### src/rtl/pwm_defs.vh
// State encodings shared by the PWM output stages.
`ifndef PWM_DEFS_VH
`define PWM_DEFS_VH

localparam int unsigned STATE_W = 3;

localparam logic [STATE_W-1:0] ST_IDLE     = 3'd0;
localparam logic [STATE_W-1:0] ST_HI_ON    = 3'd1;
localparam logic [STATE_W-1:0] ST_DT_TO_LO = 3'd2;
localparam logic [STATE_W-1:0] ST_LO_ON    = 3'd3;
localparam logic [STATE_W-1:0] ST_DT_TO_HI = 3'd4;

`endif

### src/rtl/pwm_deadtime_pkg.sv
// Shared types for the dead-time PWM stage; encodings come from pwm_defs.vh.
package pwm_deadtime_pkg;

  `include "pwm_defs.vh"

  typedef enum logic [STATE_W-1:0] {
    IDLE     = ST_IDLE,
    HI_ON    = ST_HI_ON,
    DT_TO_LO = ST_DT_TO_LO,
    LO_ON    = ST_LO_ON,
    DT_TO_HI = ST_DT_TO_HI
  } state_t;

endpackage

### src/rtl/dt_timer.sv
// Dead-time down-counter: load wins, otherwise counts down and parks at zero.
module dt_timer #(
  parameter int unsigned DT_WIDTH = 4
) (
  input  logic                clk,
  input  logic                reset,
  input  logic                load,
  input  logic [DT_WIDTH-1:0] load_value,
  output logic [DT_WIDTH-1:0] value,
  output logic                zero
);

  logic [DT_WIDTH-1:0] value_next;

  always_comb begin
    value_next = value;
    if (load) begin
      value_next = load_value;
    end else if (!zero) begin
      value_next = value - DT_WIDTH'(1);
    end
  end

  // zero is registered alongside value so it always reflects the stored count
  always_ff @(posedge clk or posedge reset) begin
    if (reset) begin
      value <= '0;
      zero  <= 1'b1;
    end else begin
      value <= value_next;
      zero  <= (value_next == '0);
    end
  end

endmodule

### src/rtl/pwm_deadtime.sv
// Complementary PWM driver with break-before-make dead time and period-aligned duty updates.
module pwm_deadtime
  import pwm_deadtime_pkg::*;
#(
  parameter int unsigned WIDTH    = 8,
  parameter int unsigned DT_WIDTH = 4
) (
  input  logic                clk,
  input  logic                reset,
  input  logic [WIDTH-1:0]    count,
  input  logic [WIDTH-1:0]    duty_in,
  input  logic                duty_load,
  input  logic [DT_WIDTH-1:0] deadtime,
  input  logic                out_en,
  output logic                pwm_hi,
  output logic                pwm_lo,
  output logic                period_start,
  output logic [WIDTH-1:0]    duty_active
);

  logic [WIDTH-1:0] count_q;
  logic [WIDTH-1:0] duty_pending;
  logic             pend_valid;
  logic             wrap_c;
  logic             raw_c;
  state_t           state;
  state_t           state_next;
  logic             dt_load;
  logic             dt_zero;
  logic [DT_WIDTH-1:0] dt_value;

  assign wrap_c = (count == '0) && (count_q != '0);
  assign raw_c  = (count < duty_active);

  // Duty double-buffer: pending value is promoted only at the period wrap
  always_ff @(posedge clk or posedge reset) begin
    if (reset) begin
      count_q      <= '1;
      period_start <= 1'b0;
      duty_active  <= '0;
      duty_pending <= '0;
      pend_valid   <= 1'b0;
    end else begin
      count_q      <= count;
      period_start <= wrap_c;
      if (wrap_c && pend_valid) begin
        duty_active <= duty_pending;
        pend_valid  <= 1'b0;
      end
      if (duty_load) begin
        duty_pending <= duty_in;
        pend_valid   <= 1'b1;
      end
    end
  end

  dt_timer #(
    .DT_WIDTH(DT_WIDTH)
  ) u_dt_timer (
    .clk       (clk),
    .reset     (reset),
    .load      (dt_load),
    .load_value(deadtime),
    .value     (dt_value),
    .zero      (dt_zero)
  );

  always_ff @(posedge clk or posedge reset) begin
    if (reset) begin
      state <= IDLE;
    end else begin
      state <= state_next;
    end
  end

  always_comb begin
    state_next = state;
    dt_load    = 1'b0;
    if (!out_en) begin
      state_next = IDLE;
    end else begin
      unique case (state)
        IDLE: begin
          state_next = raw_c ? DT_TO_HI : DT_TO_LO;
          dt_load    = 1'b1;
        end
        HI_ON: begin
          if (!raw_c) begin
            state_next = DT_TO_LO;
            dt_load    = 1'b1;
          end
        end
        LO_ON: begin
          if (raw_c) begin
            state_next = DT_TO_HI;
            dt_load    = 1'b1;
          end
        end
        // A demand reversal mid-gap returns to the side that was just released
        DT_TO_LO: begin
          if (raw_c) begin
            state_next = HI_ON;
          end else if (dt_zero) begin
            state_next = LO_ON;
          end
        end
        DT_TO_HI: begin
          if (!raw_c) begin
            state_next = LO_ON;
          end else if (dt_zero) begin
            state_next = HI_ON;
          end
        end
        default: state_next = IDLE;
      endcase
    end
  end

  // Drives decode from the next state so they change on the same edge as state
  always_ff @(posedge clk or posedge reset) begin
    if (reset) begin
      pwm_hi <= 1'b0;
      pwm_lo <= 1'b0;
    end else begin
      pwm_hi <= (state_next == HI_ON);
      pwm_lo <= (state_next == LO_ON);
    end
  end

endmodule

### config.mk
export PLATFORM = sky130hd
export DESIGN_NAME = pwm_deadtime
export DESIGN_NICKNAME = d
export VERILOG_FILES = /design/src/rtl/pwm_deadtime_pkg.sv /design/src/rtl/dt_timer.sv /design/src/rtl/pwm_deadtime.sv
export VERILOG_INCLUDE_DIRS = /design/src /design/src/rtl
export SDC_FILE = /design/constraint.sdc
export NUM_CORES = 1
export LEC_CHECK = 0
export ABC_AREA = 0
export BUFFER_PORTS_ARGS = -buffer_cell sky130_fd_sc_hd__buf_2
export CORE_MARGIN = 2
export CORE_UTILIZATION = 50
export CTS_CLUSTER_DIAMETER = 50
export CTS_CLUSTER_SIZE = 8
export DETAILED_ROUTE_END_ITERATION = 10
export PLACE_DENSITY = 0.83
export SLEW_MARGIN = 0
export SYNTH_ARGS = -nofsm -noshare
export SYNTH_HDL_FRONTEND = slang
export SYNTH_SLANG_ARGS = --single-unit
### constraint.sdc
create_clock -name clk -period 2.5 [get_ports clk]
set_clock_uncertainty 0.15 [all_clocks]
set_input_delay 0.375 -clock clk [delete_from_list [all_inputs] [get_ports clk]]
set_output_delay 0.375 -clock clk [all_outputs]
set_load 0.005 [all_outputs]
==> impl_metrics.env, run 1 <==
export IMPL_tightestPinTransition_ps=443
export IMPL_grt_use_met3=0.0685
export IMPL_busiest_layer="met2"
export IMPL_drive_gt1_frac=0.422
export IMPL_die_w_um=62.6
export IMPL_timing_rr_end="u_dt_timer.value[2]$_DFF_PP0_"
export IMPL_synthesis_area_mm2=0.00172
export IMPL_grt_ovfl_total=0
export IMPL_holdWs_ps=102
export IMPL_clk_latency_ps=350
export IMPL_clkTransAtPathRegs_ps=110
export IMPL_cts_root_buf="clkbuf_4"
export IMPL_path_cells="dlygate4sd3_1 -> buf_2 -> ha_1 -> nand4_1 -> nor2_1 -> a21oi_2 -> mux2i_2 -> buf_4 -> mux2_2"
export IMPL_end_kind="register"
export IMPL_cts_buffers=5
export IMPL_drt_pass1_iter_count=4
export IMPL_status="complete, no violations"
export IMPL_slew_violations=0
export IMPL_ff2ff_path_depth=8
export IMPL_grt_usage=0.182
export IMPL_cts_num_sinks=36
export IMPL_drt_wl_total_um=3220
export IMPL_fill_cells=274
export IMPL_synth_seq_cells=36
export IMPL_grt_first_pass_wirelength_um=5460
export IMPL_yosys_warnings=0
export IMPL_start_util=0.519
export IMPL_gp_congestion=0.772
export IMPL_fin_tns_setup_ps=0
export IMPL_drv_cap=0
export IMPL_power_leakage_nw=0.997
export IMPL_place_inst=220
export IMPL_drt_iter0_drc=29
export IMPL_antenna_left=0
export IMPL_fin_cells=238
export IMPL_period_minus_slack_ps=2420
export IMPL_drt_vias_per_instance=5.13
export IMPL_cts_tree="yes"
export IMPL_cp_slowest_stage_delay_ps=530
export IMPL_reg2reg_from="duty_active[2]$_DFFE_PP0P_"
export IMPL_power_density_mw_per_mm2=734
export IMPL_dieArea_mm2=0.00392
export IMPL_syn_nets=176
export IMPL_post_route_util=0.640
export IMPL_layout_nets=223
export IMPL_slew_headroom=0.705
export IMPL_htreeDepth=2
export IMPL_setup_violations=0
export IMPL_avgSynthCellArea_um2=11.9
export IMPL_worstSetupStartpointType="input port"
export IMPL_critPathKind="input port to register"
export IMPL_min_from="duty_in[1]"
export IMPL_vdd_drop_max_v=0.000451
export IMPL_route_detailed_drc=0
export IMPL_r2r_slack_ps=230
export IMPL_seq_area_frac_synth=0.531
export IMPL_core_mm2=0.00331
export IMPL_critPathArrivalTime_ps=2510
export IMPL_crit_required_ps=2580
export IMPL_fp_row_count=21
export IMPL_boundaryPins=35
export IMPL_first_global_vias=1252
export IMPL_fmax_mhz=413
export IMPL_min_to="duty_pending[1]$_DFFE_PP0P_"
export IMPL_yosysUniqueCellTypes=34
export IMPL_syn_inst=144
export IMPL_cp_slowest_cell="dlygate4sd3_1"
export IMPL_multi_input_comb_area_um2=748
export IMPL_grt_start_max_net_pins=37
export IMPL_crit_fanout=5
export IMPL_portBuffers=34
export IMPL_ctsLongestPathBuffers=2
export IMPL_grtUsageMet2=0.315
export IMPL_antenna_found_initial=0
export IMPL_fin_crit_sh=0.969
export IMPL_rsz0062_at_grt="no"
export IMPL_hp_class="input port to register"
export IMPL_die_h_um=62.6
export IMPL_syn2layout_area_growth_pct=23.4
export IMPL_ff_latch_area_um2=912
export IMPL_routedWlPerCell_um=13.5
export IMPL_finalHoldViolations=0
export IMPL_diodes=0
export IMPL_post_dp_hpwl_um=2380
export IMPL_vias=1220
export IMPL_met1_usage=0.207
export IMPL_hold_depth=2
## cell usage in the layout, fill, tap and decap left out, drive strengths merged, types with 2 or more instances in the layout
cell         instances
nor3b                2
nor2b                3
clkbuf               5
buf                 36
dfrtp               27
dlygate4sd3          9
mux2i                2
xnor2                2
xor2                 3
nand2                7
o21ai                5
nor4                 6
inv                 12
a21oi                5
nand2b               3
nor2                 9
a211oi               3
dfstp                9
nand3                2
mux2                21
ha                   8
## cell usage after synthesis
cell	n	area, um^2
a22oi_1	1	7.51
inv_1	12	45.0
a211oi_2	1	12.5
mux2_2	21	236
xor2_1	3	26.3
or2_2	1	6.26
a211oi_4	1	20.0
nor2b_1	3	18.8
o21ai_0	4	20.0
nor3b_1	2	15.0
nor4bb_1	1	10.0
ha_1	8	100
clkbuf_1	4	15.0
buf_2	1	5.00
nand2b_1	3	18.8
o41a_1	1	11.3
o21a_1	1	7.51
nor2_1	9	33.8
xnor2_1	2	17.5
o21ai_2	1	8.76
dfrtp_1	27	676
o22a_1	1	8.76
nand3b_1	1	7.51
a21oi_1	5	25.0
nand2_1	7	26.3
nor4_1	6	37.5
nand3_1	2	10.0
mux2i_2	1	13.8
mux2i_1	1	10.0
a211oi_1	1	7.51
and3b_1	1	8.76
nand4_1	1	6.26
o21bai_1	1	7.51
dfstp_2	9	236
## registers in the layout, indices dropped and copies added, names as in the netlist
signal / cells
duty_pending: 8
state: 3
pwm_lo: 1
duty_active: 8
u_dt_timer.value: 4
period_start: 1
pwm_hi: 1
pend_valid: 1
count_q: 8
u_dt_timer.zero: 1
## worst max-delay path by stage
stage,from,to
after floorplan,duty_active[2]$_DFFE_PP0P_,u_dt_timer.value[0]$_DFF_PP0_
after global placement,count[2],u_dt_timer.value[2]$_DFF_PP0_
after detailed placement,count[5],u_dt_timer.value[2]$_DFF_PP0_
after CTS,count[1],u_dt_timer.value[2]$_DFF_PP0_
after global routing,count[1],u_dt_timer.value[2]$_DFF_PP0_
final,count[7],u_dt_timer.value[2]$_DFF_PP0_
## critical path, delay by kind of cell
kind                     cells  cell delay, ps
adder cells (fa/ha/maj)      1             290
AO/OA/AOI/OAI                1             110
multiplexers                 2             520
buffers and inverters        3             850
AND/OR/NAND/NOR              2             360
## logic make-up (layout without fill, tap and decap cells)
family | Yosys count | after routing | synth area share
simple gates | 37 | 37 | 0.116
flops | 36 | 36 | 0.531
mux | 23 | 23 | 0.152
compound gates | 18 | 18 | 0.0795
buf+inv | 17 | 65 | 0.0379
fa+ha+maj | 8 | 8 | 0.0583
xor+xnor | 5 | 5 | 0.0255
## power by group
part	switching (W)	internal [W]
clock	0.000195	0.000208
sequential	0.0000752	0.000670
combinational	0.000188	0.000218
total	0.000458	0.00110
## metrics by stage
step | power [W] | setup WS [ps] | area, um^2
floorplan | 0.00103 | 302 | 1720
global placement | 0.00110 | 86.1 | 1930
detailed placement | 0.00114 | 25.7 | 1930
CTS | 0.00157 | 17.0 | 2100
global route | 0.00165 | 40.6 | 2120
finish | 0.00155 | 77.1 | 2120
## area by class of cell
class,instances,share of cell area
Timing Repair Buffer,45,0.130
Multi-Input combinational cell,91,0.353
Sequential cell,36,0.431
Clock buffer,5,0.0177
Clock inverter,3,0.0201
Tap cell,46,0.0272
Inverter,12,0.0213
## routing by layer
metal,share of wire,wire (um)
met1,0.40,1270
met2,0.54,1750
met3,0.047,152
met4,0.012,40
met5,0,0
## what timing repair did
item / 4_1_cts / 5_1_grt
setup endpoints to repair: 0 / 5
resized for setup: 0 / 3
hold buffers: 9 / 0
buffers inserted: 0 / 1
hold endpoints to repair: 35 / 0
Power figures use the tool's default switching activity.
==> run 2, diff against run 1 <==
--- a/config.mk
+++ b/config.mk
@@ -9,11 +9,11 @@
 export ABC_AREA = 0
 export BUFFER_PORTS_ARGS = -buffer_cell sky130_fd_sc_hd__buf_2
 export CORE_MARGIN = 2
-export CORE_UTILIZATION = 50
+export CORE_UTILIZATION = 25
 export CTS_CLUSTER_DIAMETER = 50
 export CTS_CLUSTER_SIZE = 8
 export DETAILED_ROUTE_END_ITERATION = 10
-export PLACE_DENSITY = 0.83
+export PLACE_DENSITY = 0.52
 export SLEW_MARGIN = 0
 export SYNTH_ARGS = -nofsm -noshare
 export SYNTH_HDL_FRONTEND = slang
==> impl_metrics.env, run 2 (synthesized netlist as in run 1, its figures left out) <==
export IMPL_core_mm2=0.00672
export IMPL_power_frac_comb=0.245
export IMPL_fin_tns_setup_ps=0
export IMPL_drt_pass1_iter_count=3
export IMPL_dieArea_mm2=0.00755
export IMPL_start_util=0.255
export IMPL_worstSetupStartpointType="register"
export IMPL_htreeDepth=2
export IMPL_clkTransAtPathRegs_ps=70
export IMPL_syn2layout_area_growth_pct=22.2
export IMPL_top_regs="count_q x8, duty_active x8, duty_pending x8"
export IMPL_power_leakage_nw=0.978
export IMPL_cts_root_buf="clkbuf_8"
export IMPL_cp_slowest_cell="dfrtp_1"
export IMPL_clockPowerShare=0.274
export IMPL_ctsLongestPathBuffers=2
export IMPL_cp_slowest_stage_delay_ps=370
export IMPL_antenna_found_initial=0
export IMPL_layout_nets=217
export IMPL_fill_cells=693
export IMPL_switchingPower_w=0.000443
export IMPL_post_dp_hpwl_um=2500
export IMPL_path_cells="inv_1 -> ha_1 -> a211oi_1 -> o21ai_0 -> a21oi_1 -> mux2i_2 -> buf_4 -> mux2_2"
export IMPL_vias=1155
export IMPL_fin_crit_sh=0.915
export IMPL_ff_latch_area_um2=912
export IMPL_grt_first_pass_wirelength_um=5490
export IMPL_route_detailed_drc=0
export IMPL_grt_start_max_net_pins=37
export IMPL_rsz0062_at_grt="no"
export IMPL_p_int_w=0.00111
export IMPL_place_ws_ps=20.6
export IMPL_crit_required_ps=2520
export IMPL_slew_violations=0
export IMPL_crit_fanout=5
export IMPL_end_kind="register"
export IMPL_finalHoldViolations=0
export IMPL_diodes=0
export IMPL_most_common_layout_cells="34 x buf_2, 27 x dfrtp_1, 21 x mux2_2, 12 x inv_1"
export IMPL_period_minus_slack_ps=2290
export IMPL_layout_setup_ws_ps=212
export IMPL_tightestPinTransition_ps=440
export IMPL_cts_tree="yes"
export IMPL_drt_iter0_drc=34
export IMPL_antenna_left=0
export IMPL_clk_latency_ps=280
export IMPL_die_h_um=86.9
export IMPL_setup_violations=0
export IMPL_vdd_drop_max_v=0.000195
export IMPL_status="complete, no violations"
export IMPL_routedWlPerCell_um=12.2
export IMPL_grt_usage=0.0962
export IMPL_drt_vias_per_instance=4.34
export IMPL_cts_buffers=5
export IMPL_drv_cap=0
export IMPL_fmax_mhz=437
export IMPL_hp_class="input port to asynchronous set/reset pin"
export IMPL_critPathArrivalTime_ps=2310
export IMPL_die_w_um=86.9
export IMPL_total_power_w=0.00155
export IMPL_grt_ovfl_total=0
export IMPL_gp_congestion=0.782
export IMPL_portBuffers=34
export IMPL_power_density_mw_per_mm2=738
export IMPL_drt_wl_total_um=3240
export IMPL_power_frac_seq=0.481
export IMPL_boundaryPins=35
export IMPL_ctsHoldBuffers=0
export IMPL_postCtsSetupBuffers=0
export IMPL_critPathKind="register to register"
export IMPL_slew_headroom=0.707
export IMPL_swShare=0.286
export IMPL_drive_gt1_frac=0.435
export IMPL_final_common_cell="buf_2"
export IMPL_first_global_vias=1172
export IMPL_multi_input_comb_area_um2=739
export IMPL_holdWs_ps=20.0
export IMPL_cts_num_sinks=36
export IMPL_post_cts_resized=0
export IMPL_fp_row_count=30
[run 2: changes by cell type in the layout (fill, tap and decap cells not counted), sizes merged]
cell	before	now
dlygate4sd3	9	0
clkinv	1	0
bufinv	1	0
buf	36	39
clkbuf	5	7
[run 2: area by class of cell]
type	instances	share of cell area
multi-input combinational	91	0.352
clock buffer	7	0.0411
clock inverter	1	0.00358
sequential	36	0.435
timing repair buffer	39	0.0990
inverter	12	0.0215
tap	80	0.0477
[run 2: metal layers]
layer | wire length [um] | global-route usage | up-vias
li1 | - | - | 580
met1 | 1430 | 0.112 | 549
met2 | 1560 | 0.158 | 21
met3 | 179 | 0.0389 | 5
met4 | 68 | 0.0384 | 0
met5 | 0 | 0 | -
[run 2: worst max-delay path: cells and delay by family (launching register included)]
kind,cells,cell delay (ps)
DFF,1,370
adders and majority gates,1,280
muxes,2,560
buffers and inverters,2,230
AOI/OAI and AO/OA,3,600
[run 2: power groups by stage]
stage / clock, W / sequential [W] / combinational, W
6_report: 0.000424 / 0.000744 / 0.000380
5_1_grt: 0.000471 / 0.000759 / 0.000436
4_1_cts: 0.000444 / 0.000744 / 0.000385
3_5_place_dp: 0 / 0.000755 / 0.000384
3_3_place_gp: 0 / 0.000755 / 0.000376
2_1_floorplan: 0 / 0.000718 / 0.000315
[run 2: final timing paths]
check                                             from                             to  slack, ps  cells past startpoint
hold / removal                                   reset               pwm_hi$_DFF_PP0_         20                      3
min in group clk                              count[1]           count_q[1]$_DFF_PP1_         60                      1
setup / recovery            duty_active[5]$_DFFE_PP0P_  u_dt_timer.value[3]$_DFF_PP0_        210                      8
max in group asynchronous                        reset           count_q[6]$_DFF_PP1_       1830                      3
hold reg to reg            duty_pending[1]$_DFFE_PP0P_     duty_active[1]$_DFFE_PP0P_        350                      1
setup reg to reg            duty_active[5]$_DFFE_PP0P_  u_dt_timer.value[3]$_DFF_PP0_        210                      8
[run 2: stage by stage]
step	cell area, um^2	cells	utilization
2_1_floorplan	1720	144	-
3_3_place_gp	2000	257	0.297
3_5_place_dp	2000	257	0.297
4_1_cts	2090	265	0.311
5_1_grt	2100	266	0.312
6_report	2100	266	0.312
==> run 3, diff against run 2 <==
--- a/config.mk
+++ b/config.mk
@@ -6,7 +6,7 @@
 export SDC_FILE = /design/constraint.sdc
 export NUM_CORES = 1
 export LEC_CHECK = 0
-export ABC_AREA = 0
+export ABC_AREA = 1
 export BUFFER_PORTS_ARGS = -buffer_cell sky130_fd_sc_hd__buf_2
 export CORE_MARGIN = 2
 export CORE_UTILIZATION = 25
@@ -18,3 +18,4 @@
 export SYNTH_ARGS = -nofsm -noshare
 export SYNTH_HDL_FRONTEND = slang
 export SYNTH_SLANG_ARGS = --single-unit
+export TNS_END_PERCENT = 50
==> impl_metrics.env, run 3 <==
export IMPL_die_w_um=87.1
export IMPL_fin_area_mm2=0.00210
export IMPL_drt_vias_per_instance=4.24
export IMPL_drt_wl_total_um=3300
export IMPL_cts_root_buf="clkbuf_8"
export IMPL_fin_crit_sh=0.755
export IMPL_setup_violations=0
export IMPL_avgSynthCellArea_um2=9.71
export IMPL_grt_ovfl_total=0
export IMPL_power_density_mw_per_mm2=789
export IMPL_power_leakage_nw=1.07
export IMPL_rsz0062_at_grt="no"
export IMPL_critPathKind="register to register"
export IMPL_clkTransAtPathRegs_ps=80
export IMPL_crit_required_ps=2570
export IMPL_end_kind="register"
export IMPL_ctsLongestPathBuffers=2
export IMPL_fill_cells=690
export IMPL_routedWlPerCell_um=11.0
export IMPL_crit_fanout=4
export IMPL_hp_class="input port to asynchronous set/reset pin"
export IMPL_cts_tree="yes"
export IMPL_die_h_um=87.1
export IMPL_ctsHoldBuffers=0
export IMPL_gp_congestion=0.846
export IMPL_fin_tns_setup_ps=0
export IMPL_grt_usage=0.0997
export IMPL_drive_gt1_frac=0.333
export IMPL_antenna_found_initial=0
export IMPL_core_mm2=0.00676
export IMPL_post_dp_hpwl_um=2580
export IMPL_total_power_w=0.00166
export IMPL_grt_start_max_net_pins=37
export IMPL_worstSetupStartpointType="register"
export IMPL_start_util=0.256
export IMPL_slew_headroom=0.704
export IMPL_first_global_vias=1243
export IMPL_synthesis_area_mm2=0.00173
export IMPL_syn_nets=210
export IMPL_synth_async_reset_ratio=1.00
export IMPL_vdd_drop_max_v=0.000213
export IMPL_cts_buffers=5
export IMPL_synth_edf_count=0
export IMPL_tightestPinTransition_ps=443
export IMPL_drt_iter0_drc=27
export IMPL_portBuffers=34
export IMPL_most_common_layout_cells="34 x buf_2, 32 x inv_1, 32 x nand2_1, 27 x dfrtp_1, 9 x dfstp_2"
export IMPL_clk_latency_ps=280
export IMPL_synth_top_area_frac=0.391
export IMPL_post_cts_resized=0
export IMPL_critPathArrivalTime_ps=1960
export IMPL_status="complete, no violations"
export IMPL_route_detailed_drc=0
export IMPL_place_area_mm2=0.00199
export IMPL_synth_commonest_cells="32 x inv_1, 32 x nand2_1, 27 x dfrtp_1"
export IMPL_grt_first_pass_wirelength_um=5830
export IMPL_postCtsSetupBuffers=0
export IMPL_vias=1269
export IMPL_cts_num_sinks=36
export IMPL_yosys_warnings=0
export IMPL_layout_nets=250
export IMPL_dominantRegCellSynth="dfrtp_1"
export IMPL_htreeDepth=2
export IMPL_syn2layout_area_growth_pct=21.7
export IMPL_final_common_cell="buf_2"
export IMPL_fmax_mhz=530
export IMPL_dieArea_mm2=0.00759
export IMPL_yosys_area_top_type="dfrtp_1"
export IMPL_synth_seq_cells=36
export IMPL_syn_inst=178
export IMPL_drv_cap=0
export IMPL_finalHoldViolations=0
export IMPL_fp_row_count=30
export IMPL_seq_area_frac_synth=0.528
export IMPL_top_regs="count_q x8, duty_active x8, duty_pending x8"
export IMPL_antenna_left=0
export IMPL_synthTopCellsByArea="dfrtp_1 39%, dfstp_2 14%, inv_1 7.0%"
export IMPL_period_minus_slack_ps=1890
export IMPL_boundaryPins=35
export IMPL_slew_violations=0
export IMPL_diodes=0
export IMPL_drt_pass1_iter_count=4
export IMPL_yosysUniqueCellTypes=31
run 3: kinds of logic (layout without fill, tap and decap cells):
group,after synthesis,after routing,share of synthesized area
AO/OA/AOI/OAI,20,20,0.0688
XOR/XNOR,3,3,0.0152
adder cells (fa/ha/maj),8,8,0.0579
buffers and inverters,35,76,0.0804
flip-flops,36,36,0.528
multiplexers,7,7,0.0456
AND/OR/NAND/NOR,69,69,0.204
run 3: worst paths after layout:
| kind | startpoint | end | slack, ps | depth (start not counted) |
|---|---|---|---|---|
| max | duty_active[7]$_DFFE_PP0P_ | u_dt_timer.zero$_DFF_PP1_ | 610 | 10 |
| min | reset | duty_pending[5]$_DFFE_PP0P_ | 20 | 3 |
| max reg2reg | duty_active[7]$_DFFE_PP0P_ | u_dt_timer.zero$_DFF_PP1_ | 610 | 10 |
| min reg2reg | duty_pending[7]$_DFFE_PP0P_ | duty_active[7]$_DFFE_PP0P_ | 330 | 2 |
| max in group asynchronous | reset | u_dt_timer.zero$_DFF_PP1_ | 1830 | 3 |
| min in group clk | count[0] | count_q[0]$_DFF_PP1_ | 50 | 1 |
run 3: report_power, final:
group / switching (W) / internal, W
sequential: 0.0000587 / 0.000676
combinational: 0.000245 / 0.000171
clock: 0.000213 / 0.000295
run 3: per-layer routing:
layer,part of all wire,track usage,vias to the layer above
met5,0,0,-
met4,0.022,0.0517,0
met3,0.053,0.0379,4
met2,0.44,0.142,34
met1,0.48,0.131,584
li1,-,-,647
run 3: per-stage QoR:
step / hold WS [ps] / setup slack [ps] / utilization / instances
floorplan: 229 / 783 / - / 178
global placement: 319 / 573 / 0.295 / 291
detailed placement: 325 / 529 / 0.295 / 291
CTS: 42.0 / 619 / 0.311 / 299
global route: 37.7 / 392 / 0.311 / 299
finish: 21.8 / 612 / 0.311 / 299
run 3: cell type report:
type / instances / area [um^2] / area share
clock inverter: 3 / 42.5 / 0.0202
clock buffer: 5 / 68.8 / 0.0327
inverter: 33 / 124 / 0.0589
multi-input combinational: 107 / 677 / 0.322
sequential: 36 / 912 / 0.434
timing repair buffer: 35 / 178 / 0.0845
tap: 80 / 100 / 0.0476
run 3: critical path, stage by stage (launching register included):
cell and delay [ps]:
dfrtp_1 390, inv_1 90, ha_1 250, a21oi_1 200, o21a_4 180, nand4_1 140, nand3_2 130, nand2_1 70
nand2_1 90, nand2_1 60, nor2_1 80
